`src/rtl/regfile_read_aligner.sv`:
```
// Read-side aligner for the 16x16 register file: decodes operand addresses, issues the
// synchronous read, merges in-flight write traffic per byte and aligns byte operands.
module regfile_read_aligner #(
    parameter int unsigned registerAddressLength = 4,
    parameter int unsigned totalAddressLength    = 5,
    parameter int unsigned dataLength            = 16
) (
    input  logic                             clk,
    input  logic                             rst,
    input  logic                             rd_req,
    input  logic [totalAddressLength-1:0]    rd_add,
    input  logic                             rd_sext,
    output logic                             rf_rd_en,
    output logic [registerAddressLength-1:0] rf_rd_add,
    input  logic [dataLength-1:0]            rf_rd_data,
    input  logic                             w_en,
    input  logic [registerAddressLength-1:0] w_regfile_add,
    input  logic                             w_lb,
    input  logic                             w_hb,
    input  logic [dataLength-1:0]            w_data,
    output logic [dataLength-1:0]            rd_data,
    output logic                             rd_valid
);

    localparam int unsigned ByteW = 8;
    localparam int unsigned ExtW  = dataLength - ByteW;

    typedef enum logic [1:0] {
        LaneWord,
        LaneLo,
        LaneHi
    } lane_e;

    lane_e                            lane_d, s1_lane_q, s1_lane_d;
    logic                             s1_valid_q, s1_valid_d;
    logic [registerAddressLength-1:0] s1_add_q, s1_add_d;
    logic                             s1_sext_q, s1_sext_d;
    logic                             byp_lo_q, byp_lo_d;
    logic                             byp_hi_q, byp_hi_d;
    logic [dataLength-1:0]            byp_data_q, byp_data_d;
    logic [dataLength-1:0]            rd_data_q, rd_data_d;
    logic                             rd_valid_q, rd_valid_d;

    logic                             wr_hit_s0;
    logic                             wr_hit_s1;
    logic [dataLength-1:0]            merged;
    logic [ByteW-1:0]                 sel_byte;
    logic [ExtW-1:0]                  ext;
    logic [dataLength-1:0]            aligned;

    // Issue path is purely combinational so the file sees the read in the request cycle.
    always_comb begin
        rf_rd_en = rd_req;
        if (rd_add[totalAddressLength-1]) begin
            rf_rd_add = {1'b0, rd_add[registerAddressLength-2:0]};
            lane_d    = rd_add[registerAddressLength-1] ? LaneHi : LaneLo;
        end else begin
            rf_rd_add = rd_add[registerAddressLength-1:0];
            lane_d    = LaneWord;
        end
    end

    // The file reads before it writes, so a same-edge write must be captured here.
    always_comb begin
        wr_hit_s0  = w_en && (w_regfile_add == rf_rd_add);
        s1_valid_d = rd_req;
        s1_add_d   = rf_rd_add;
        s1_lane_d  = lane_d;
        s1_sext_d  = rd_sext;
        byp_lo_d   = rd_req && wr_hit_s0 && w_lb;
        byp_hi_d   = rd_req && wr_hit_s0 && w_hb;
        byp_data_d = w_data;
    end

    always_comb begin
        wr_hit_s1 = w_en && (w_regfile_add == s1_add_q);
        merged    = rf_rd_data;
        if (byp_lo_q) begin
            merged[ByteW-1:0] = byp_data_q[ByteW-1:0];
        end
        if (byp_hi_q) begin
            merged[dataLength-1:ByteW] = byp_data_q[dataLength-1:ByteW];
        end
        // Writes landing on the result edge are newer than the stage-1 bypass.
        if (wr_hit_s1 && w_lb) begin
            merged[ByteW-1:0] = w_data[ByteW-1:0];
        end
        if (wr_hit_s1 && w_hb) begin
            merged[dataLength-1:ByteW] = w_data[dataLength-1:ByteW];
        end
    end

    always_comb begin
        sel_byte = (s1_lane_q == LaneHi) ? merged[dataLength-1:ByteW] : merged[ByteW-1:0];
        ext      = s1_sext_q ? {ExtW{sel_byte[ByteW-1]}} : '0;
        unique case (s1_lane_q)
            LaneLo, LaneHi: aligned = {ext, sel_byte};
            default:        aligned = merged;
        endcase
    end

    always_comb begin
        rd_valid_d = s1_valid_q;
        rd_data_d  = s1_valid_q ? aligned : rd_data_q;
    end

    always_ff @(posedge clk or posedge rst) begin
        if (rst) begin
            s1_valid_q <= 1'b0;
            s1_add_q   <= '0;
            s1_lane_q  <= LaneWord;
            s1_sext_q  <= 1'b0;
            byp_lo_q   <= 1'b0;
            byp_hi_q   <= 1'b0;
            byp_data_q <= '0;
            rd_data_q  <= '0;
            rd_valid_q <= 1'b0;
        end else begin
            s1_valid_q <= s1_valid_d;
            s1_add_q   <= s1_add_d;
            s1_lane_q  <= s1_lane_d;
            s1_sext_q  <= s1_sext_d;
            byp_lo_q   <= byp_lo_d;
            byp_hi_q   <= byp_hi_d;
            byp_data_q <= byp_data_d;
            rd_data_q  <= rd_data_d;
            rd_valid_q <= rd_valid_d;
        end
    end

    assign rd_data  = rd_data_q;
    assign rd_valid = rd_valid_q;

endmodule

```
`config.mk`:
```
export PLATFORM = sky130hd
export DESIGN_NAME = regfile_read_aligner
export DESIGN_NICKNAME = d
export VERILOG_FILES = /design/src/rtl/regfile_read_aligner.sv
export SDC_FILE = /design/constraint.sdc
export NUM_CORES = 1
export LEC_CHECK = 0
export BUFFER_PORTS_ARGS = -buffer_cell sky130_fd_sc_hd__buf_2
export CORE_AREA = 2 2 66 68
export DETAILED_ROUTE_END_ITERATION = 6
export DIE_AREA = 0 0 68 70
export PLACE_DENSITY = 0.84
export SLEW_MARGIN = 40
export SYNTH_ARGS = -nofsm -noshare
export SYNTH_HDL_FRONTEND = slang
export SYNTH_SLANG_ARGS = --single-unit
export TNS_END_PERCENT = 30
```
`constraint.sdc`:
```
create_clock -name clk -period 5.7 [get_ports clk]
set_input_delay 0.57 -clock clk [delete_from_list [all_inputs] [get_ports clk]]
set_output_delay 0.57 -clock clk [all_outputs]
set_load 0.05 [all_outputs]
```
==> results.sh, run 1 <==
export IMPL_synth_warnings=0
export IMPL_firstDrtPassIters=5
export IMPL_antenna_found_initial=0
export IMPL_grtUsageTotal_pct=20.62
export IMPL_synth_top_flop_cell="dfrtp_1"
export IMPL_drcViolationCount=0
export IMPL_setup_viol=0
export IMPL_p_int_uw=471.2
export IMPL_synth_xor_area_share_pct=2.456
export IMPL_nets=295
export IMPL_drive_above_1_share_pct=39.68
export IMPL_clk_latency_ns=0.30
export IMPL_dp_hpwl_um=3428
export IMPL_cp_arrival_ns=2.58
export IMPL_fillers=357
export IMPL_synth_top_family_by_area="multiplexers"
export IMPL_synth_area_um2=2140
export IMPL_regArea_um2=1076
export IMPL_peakVddDrop_v=0.0001312
export IMPL_grt_pass1_vias=1575
export IMPL_worstHoldPathType="in2async"
export IMPL_end_kind="register"
export IMPL_diodes=0
export IMPL_dieArea_um2=4760
export IMPL_synth_async_reset_ratio_pct=100.0
export IMPL_grt_pass1_wl_um=7383
export IMPL_top_layer_used="met4"
export IMPL_cts_hold_buffers=0
export IMPL_cts_tree="yes"
export IMPL_die_y_um=70
export IMPL_slew_viol_final=0
export IMPL_synth_ff_latch_count=43
export IMPL_layout_commonest_cell="buf_2"
export IMPL_synth_compound_area_share_pct=12.16
export IMPL_wl_met3_um=263
export IMPL_wl_per_cell_um=15.39
export IMPL_pwr_density_cell_nw_per_um2=274.5
export IMPL_wl_met2_um=2357
export IMPL_design_area_um2=2585
export IMPL_hold_viol_final=0
export IMPL_status="finished clean"
export IMPL_port_buffers=69
export IMPL_io_pins=70
export IMPL_drt_iter0_markers=136
export IMPL_rsz0062_at_grt="no"
export IMPL_grt_ovfl_total=0
export IMPL_cts_setup_buffers=0
export IMPL_cp_required_ns=5.84
export IMPL_place_congestion=0.7806
export IMPL_grt_max_degree=44
export IMPL_critPathMaxFanout=11
export IMPL_synth_avg_cell_area_um2=11.69
export IMPL_cts_root_buffer="clkbuf_8"
export IMPL_post_route_period_util_pct=42.92
export IMPL_numCtsBuffers=5
export IMPL_relSlewSlack_pct=46.37
export IMPL_coreArea_um2=4144
export IMPL_startpoint_type="register"
export IMPL_cts_sinks=43
export IMPL_cts_repair_resize_count=0
export IMPL_drt_wl_total_um=4603
export IMPL_die_x_um=68
export IMPL_finalCriticalPeriod_ns=2.446
export IMPL_leakagePower_uw=0.001250
export IMPL_synth_nets=232
export IMPL_placed_area_um2=2481
export IMPL_final_setup_tns_ns=0
export IMPL_final_cell_mix="buf_2, dfrtp_1, mux2i_1"
export IMPL_max_freq_ghz=0.4088
export IMPL_critical_path_class="reg2reg"
export IMPL_synth_simple_area_share_pct=12.40
export IMPL_synth_cell_type_count=35
export IMPL_ant_nets=0
export IMPL_muxShareOfSynthArea_pct=15.91
export IMPL_synth_edf_count=0
export IMPL_m1WireLength_um=1929
export IMPL_cts_clk_slew_worst_paths_ns=0.08
export IMPL_via_per_inst=5.478
export IMPL_skew_ns=0.009283
export IMPL_pwr_share_clk_pct=27.9
export IMPL_vias=1638
export IMPL_p_sw_uw=238.4
export IMPL_ys_seq_area_share_pct=50.29
export IMPL_synthAdderAreaFrac_pct=0.5848
export IMPL_multi_input_area_um2=942.2
export IMPL_initial_utilization_pct=51.63
export IMPL_sequentialPowerShare_pct=48.3
export IMPL_placementRows=24
export IMPL_drv_cap=0
export IMPL_p_sw_share_pct=33.59
export IMPL_worstMarginPinSlew_ns=0.8018
export IMPL_synth_cells=183
export IMPL_h_tree_depth=2
export IMPL_syn2layout_area_growth_pct=20.82
export IMPL_combPwrFrac_pct=23.8
export IMPL_cts_buffer_depth=2
-- synthesized netlist by cell type, types with 2 or more instances --
library cell	instances	area share [%]
inv_1	15	2.6
and3_1	3	0.88
mux2_2	14	7.4
nor4_1	9	2.6
buf_4	4	1.4
clkbuf_1	7	1.2
o221ai_1	9	3.7
mux2_1	2	1.1
xnor2_1	5	2.0
nor2_1	3	0.53
nand2b_1	2	0.58
mux2i_1	16	7.5
a221o_1	8	3.7
nand2_1	4	0.70
nor2b_1	12	3.5
and2_1	2	0.58
dfrtp_1	43	50
a21oi_1	8	1.9
-- stage by stage --
stage	power [µW]	util, %	worst slack [ns]	hold slack (ns)	instances
floorplan	466.6	-	3.300	0.3646	183
global route	744.7	62.38	3.126	0.3599	299
global placement	513.2	59.87	2.891	0.5542	291
CTS	716.8	62.11	3.090	0.3665	299
finish	709.6	62.38	3.254	0.3772	299
detailed placement	517.2	59.87	2.811	0.5648	291
-- cell families after synthesis --
group / count (synthesis)
AOI/OAI and AO/OA: 30
xor gates and xnor gates: 6
buffers and inverters: 29
and+or+nand+nor: 42
DFF: 43
adders and majority gates: 1
muxes: 32
-- path summary, 6_finish.rpt --
| path | start | endpoint | slack (ns) | depth (start not counted) |
|---|---|---|---|---|
| max in group asynchronous | rst | byp_lo_q | 4.95 | 3 |
| setup / recovery | s1_add_q[0] | rd_data[11] | 3.25 | 5 |
| min in group clk | rd_sext | s1_sext_q | 0.38 | 1 |
| setup reg to reg | s1_add_q[0] | rd_data[11] | 3.25 | 5 |
| hold / removal | rst | s1_add_q[3] | 0.38 | 3 |
| hold reg to reg | rd_data[10] | rd_data[10] | 0.58 | 2 |
-- state kept, by name (all words and copies together), names as in the netlist --
signal and count:
byp_hi_q 1, s1_lane_q 2, rd_data 16, byp_data_q 16, s1_sext_q 1, s1_add_q 4
rd_valid 1, rd_valid_d 1, byp_lo_q 1
-- worst max-delay path: stages (launching register included) --
cell	delay [ns]
dfrtp_1	0.42
nor2b_1	0.17
or4_4	0.56
o31a_1	0.30
o41ai_4	0.60
o221ai_1	0.23
-- metal layers --
metal	track usage, %	up-vias
met5	0	-
met2	32.25	57
met4	6.000	0
met3	4.992	6
met1	28.22	786
li1	-	789
-- power groups by stage --
stage | registers (µW) | clock network, µW | logic, µW
final | 343 | 198 | 169
after CTS | 342 | 205 | 169
after global routing | 346 | 217 | 181
after global placement | 347 | 0 | 166
after floorplan | 397 | 0 | 69.2
after detailed placement | 348 | 0 | 169
-- layout make-up --
type	instances	share of cell area (%)
clock buffer	5	2.662
clock inverter	3	0.9197
inverter	15	2.178
multi-input combinational	111	36.45
sequential	43	41.63
tap	52	2.517
timing repair buffer	70	13.65
Power figures use the tool's default switching activity.
==> inputs of run 2 (changes only) <==
Settings changed: CORE_AREA 2 2 66 68 to 2 2 69 71, DIE_AREA 0 0 68 70 to 0 0 71 73, PLACE_DENSITY 0.84 to 0.78.
Clock period 5.7 ns to 2.45 ns, I/O delays scaled along.
==> results.sh, run 2 (synthesized netlist as in run 1, its figures left out) <==
export IMPL_status="finished clean"
export IMPL_grt_pass1_wl_um=7576
export IMPL_die_x_um=71
export IMPL_max_freq_ghz=0.4544
export IMPL_via_per_inst=5.333
export IMPL_hold_viol_final=0
export IMPL_reg2reg_depth=5
export IMPL_grt_pass1_vias=1661
export IMPL_drt_iter0_markers=143
export IMPL_drive_above_1_share_pct=40.39
export IMPL_startpoint_type="register"
export IMPL_slowest_delay_ns=0.54
export IMPL_vias=1648
export IMPL_pwr_density_cell_nw_per_um2=664.8
export IMPL_peakVddDrop_v=0.0004129
export IMPL_cts_root_buffer="clkbuf_8"
export IMPL_slowest_stage="or4_4"
export IMPL_slew_viol_final=0
export IMPL_cp_required_ns=2.58
export IMPL_multi_input_area_um2=930.9
export IMPL_regArea_um2=1076
export IMPL_critPathMaxFanout=8
export IMPL_finalCriticalPeriod_ns=2.201
export IMPL_numCtsBuffers=5
export IMPL_antenna_found_initial=0
export IMPL_h_tree_depth=2
export IMPL_relSlewSlack_pct=57.55
export IMPL_clk_latency_ns=0.29
export IMPL_cts_repair_resize_count=0
export IMPL_initial_utilization_pct=47.17
export IMPL_cts_tree="yes"
export IMPL_diodes=0
export IMPL_syn2layout_area_growth_pct=24.50
export IMPL_worstMarginPinSlew_ns=0.6329
export IMPL_holdPathStages=1
export IMPL_worstPathCellList="nor2b_1 > or4_4 > o31a_1 > o41ai_4 > o221ai_1"
export IMPL_skew_ns=0.007109
export IMPL_worstHoldPathType="in2reg"
export IMPL_leakagePower_uw=0.001307
export IMPL_coreArea_um2=4536
export IMPL_critical_path_class="reg2reg"
export IMPL_final_setup_tns_ns=0
export IMPL_end_kind="register"
export IMPL_nets=303
export IMPL_fin_cells=309
export IMPL_die_y_um=73
export IMPL_drcViolationCount=0
export IMPL_io_pins=70
export IMPL_place_congestion=0.7528
export IMPL_drt_wl_total_um=4601
export IMPL_cts_sinks=43
export IMPL_cts_clk_slew_worst_paths_ns=0.08
export IMPL_grt_max_degree=27
export IMPL_dp_hpwl_um=3460
export IMPL_drv_cap=0
export IMPL_dp_cells=300
export IMPL_cts_buffer_depth=2
export IMPL_dieArea_um2=5183
export IMPL_fillers=384
export IMPL_final_cell_mix="buf_2, dfrtp_1, mux2i_1"
export IMPL_rsz0062_at_grt="no"
export IMPL_ant_nets=0
export IMPL_layout_commonest_cell="buf_2"
export IMPL_grt_ovfl_total=0
export IMPL_wl_per_cell_um=14.89
export IMPL_setup_viol=0
export IMPL_firstDrtPassIters=4
export IMPL_grtUsageTotal_pct=18.64
export IMPL_placementRows=25
export IMPL_port_buffers=69
export IMPL_cp_arrival_ns=2.33
export IMPL_post_route_period_util_pct=89.83
run 2: metrics by stage:
stage	setup slack, ns	instance area, µm²	power (µW)	hold WS (ns)	util [%]
floorplan	0.2262	2140	1086	0.2764	-
global placement	0.2057	2536	1201	0.2640	55.92
detailed placement	0.1290	2536	1210	0.2756	55.92
CTS	0.1096	2664	1787	0.04864	58.73
global route	0.09790	2664	1860	0.04696	58.73
finish	0.2491	2664	1771	0.05785	58.73
run 2: path summary, 6_finish.rpt:
path	start	to	slack (ns)
setup reg to reg	s1_add_q[1]	rd_data[11]	0.25
hold / removal	rd_sext	s1_sext_q	0.06
hold reg to reg	rd_data[12]	rd_data[12]	0.58
setup / recovery	s1_add_q[1]	rd_data[11]	0.25
max in group asynchronous	rst	rd_data[13]	1.25
min in group asynchronous	rst	rd_valid	0.50
run 2: report_power, final:
| part | switching [µW] | total, µW | internal [µW] |
|---|---|---|---|
| clock | 246 | 576 | 330 |
| sequential | 26.4 | 790 | 764 |
| combinational | 269 | 405 | 135 |
| total | 541 | 1770 | 1230 |
run 2: layout make-up:
| class | count | area share (%) |
|---|---|---|
| Clock buffer | 6 | 3.100 |
| Timing Repair Buffer | 78 | 15.59 |
| Multi-Input combinational cell | 111 | 34.95 |
| Sequential cell | 43 | 40.39 |
| Tap cell | 54 | 2.536 |
| Clock inverter | 2 | 1.315 |
| Inverter | 15 | 2.114 |
run 2: critical path, delay by kind of cell (launching register included):
kind / cells / cell delay (ns)
AOI/OAI and AO/OA: 3 / 0.98
DFF: 1 / 0.38
and+or+nand+nor: 2 / 0.69
run 2: repair_timing:
action                                  4_1_cts  5_1_grt
hold buffers                                  1        0
endpoints found under the setup margin        0        4
endpoints found under the hold margin        17        0
buffers inserted                              0        0
run 2: routing by layer:
metal	vias up	share of wire [%]	GRT usage, %
met5	-	0	0
met4	0	0.37	3.774
met3	2	5.3	5.249
met2	53	51	31.78
met1	792	43	23.95
li1	801	-	-
==> inputs of run 3 (changes only) <==
Settings changed: PLACE_DENSITY 0.78 to not set, PLACE_DENSITY_LB_ADDON set to 0.3.
==> results.sh, run 3 (synthesized netlist as in run 1, its figures left out) <==
export IMPL_die_y_um=73
export IMPL_cts_clk_slew_worst_paths_ns=0.08
export IMPL_grt_pass1_wl_um=7624
export IMPL_grt_pass1_vias=1630
export IMPL_startpoint="s1_add_q[1]"
export IMPL_drv_cap=0
export IMPL_end_kind="register"
export IMPL_startpoint_type="register"
export IMPL_numCtsBuffers=5
export IMPL_setup_viol=0
export IMPL_peakVddDrop_v=0.0003611
export IMPL_ant_nets=0
export IMPL_firstDrtPassIters=4
export IMPL_dieArea_um2=5183
export IMPL_cts_setup_buffers=0
export IMPL_cp_required_ns=2.57
export IMPL_status="finished clean"
export IMPL_min_delay_start="rd_sext"
export IMPL_placed_area_um2=2530
export IMPL_final_cell_mix="buf_2, dfrtp_1, mux2i_1"
export IMPL_grt_ovfl_total=0
export IMPL_antenna_found_initial=0
export IMPL_r2r_start="s1_add_q[1]"
export IMPL_skew_ns=0.009930
export IMPL_dp_hpwl_um=3560
export IMPL_slew_viol_final=0
export IMPL_fillers=394
export IMPL_cts_buffer_depth=2
export IMPL_clk_latency_ns=0.29
export IMPL_critical_path_class="reg2reg"
export IMPL_io_pins=70
export IMPL_finalCriticalPeriod_ns=2.185
export IMPL_relSlewSlack_pct=54.98
export IMPL_place_congestion=0.7559
export IMPL_max_freq_ghz=0.4576
export IMPL_cts_tree="yes"
export IMPL_worstHoldPathType="in2reg"
export IMPL_hold_viol_final=0
export IMPL_cp_arrival_ns=2.31
export IMPL_layout_commonest_cell="buf_2"
export IMPL_grt_max_degree=32
export IMPL_wl_per_cell_um=15.01
export IMPL_coreArea_um2=4536
export IMPL_cts_sinks=43
export IMPL_h_tree_depth=2
export IMPL_drive_above_1_share_pct=40.94
export IMPL_final_setup_tns_ns=0
export IMPL_port_buffers=69
export IMPL_grtUsageTotal_pct=19.08
export IMPL_leakagePower_uw=0.001306
export IMPL_cts_root_buffer="clkbuf_8"
export IMPL_via_per_inst=5.292
export IMPL_syn2layout_area_growth_pct=24.56
export IMPL_initial_utilization_pct=47.17
export IMPL_vias=1630
export IMPL_critPathMaxFanout=8
export IMPL_nets=302
export IMPL_drt_wl_total_um=4624
export IMPL_drt_iter0_markers=126
export IMPL_drcViolationCount=0
export IMPL_power_uw=1759
export IMPL_diodes=0
export IMPL_post_route_period_util_pct=89.19
export IMPL_placementRows=25
export IMPL_design_area_um2=2665
export IMPL_rsz0062_at_grt="no"
export IMPL_die_x_um=71
export IMPL_hold_slack_ns=0.06114
export IMPL_pwr_density_cell_nw_per_um2=659.9
export IMPL_worstMarginPinSlew_ns=0.6739
[run 3: cell types whose count changed in the layout (fill, tap and decap cells not counted), sizes merged]
| cell | before | now |
|---|---|---|
| buf | 77 | 76 |
[run 3: routing by layer]
metal / part of all wire, % / GRT usage (%) / vias up / wire length (µm)
met3: 5.6 / 4.834 / 4 / 260
met4: 0.99 / 5.031 / 0 / 46
met1: 41 / 24.20 / 769 / 1915
met2: 52 / 32.71 / 52 / 2402
met5: 0 / 0 / - / 0
li1: - / - / 805 / -
[run 3: cell type report]
class                      count  area (µm²)  share of cell area, %
timing repair buffer          77       407.9                  15.31
clock buffer                   6       82.58                  3.099
sequential                    43        1076                  40.38
clock inverter                 2       35.03                  1.315
multi-input combinational    111       938.4                  35.21
inverter                      15       57.56                  2.160
tap                           54       67.56                  2.535
[run 3: what timing repair did]
item	in CTS	in global routing
setup endpoints to repair	0	5
endpoints found under the hold margin	30	0
gates resized for setup	0	1
hold buffers	1	0
[run 3: worst paths after layout]
check | slack [ns] | to | depth (start not counted)
min | 0.06 | s1_sext_q | 1
max reg2reg | 0.26 | rd_data[15] | 5
max | 0.26 | rd_data[15] | 5
min reg2reg | 0.57 | rd_data[10] | 2
max in group asynchronous | 1.33 | rd_data[15] | 4
min in group asynchronous | 0.52 | byp_data_q[11] | 3
[run 3: critical path, stage by stage, from the launching register on]
cell and delay [ns]:
dfrtp_1 0.37, nor2b_1 0.15, or4_4 0.54, o31a_1 0.29
o41ai_4 0.44, o221ai_1 0.23
[run 3: power by group]
| part | internal [µW] | leakage [µW] | switching (µW) |
|---|---|---|---|
| logic | 134 | 0.000724 | 271 |
| registers | 764 | 0.000521 | 26.1 |
| clock network | 330 | 0.0000612 | 234 |
| total | 1230 | 0.00131 | 531 |
[run 3: stage by stage]
step | utilization, % | std cells | setup slack, ns
after global routing | 58.76 | 308 | 0.09076
final | 58.76 | 308 | 0.2648
after detailed placement | 55.78 | 299 | 0.1341
after CTS | 58.59 | 308 | 0.1085
after floorplan | - | 183 | 0.2262
after global placement | 55.75 | 299 | 0.2131
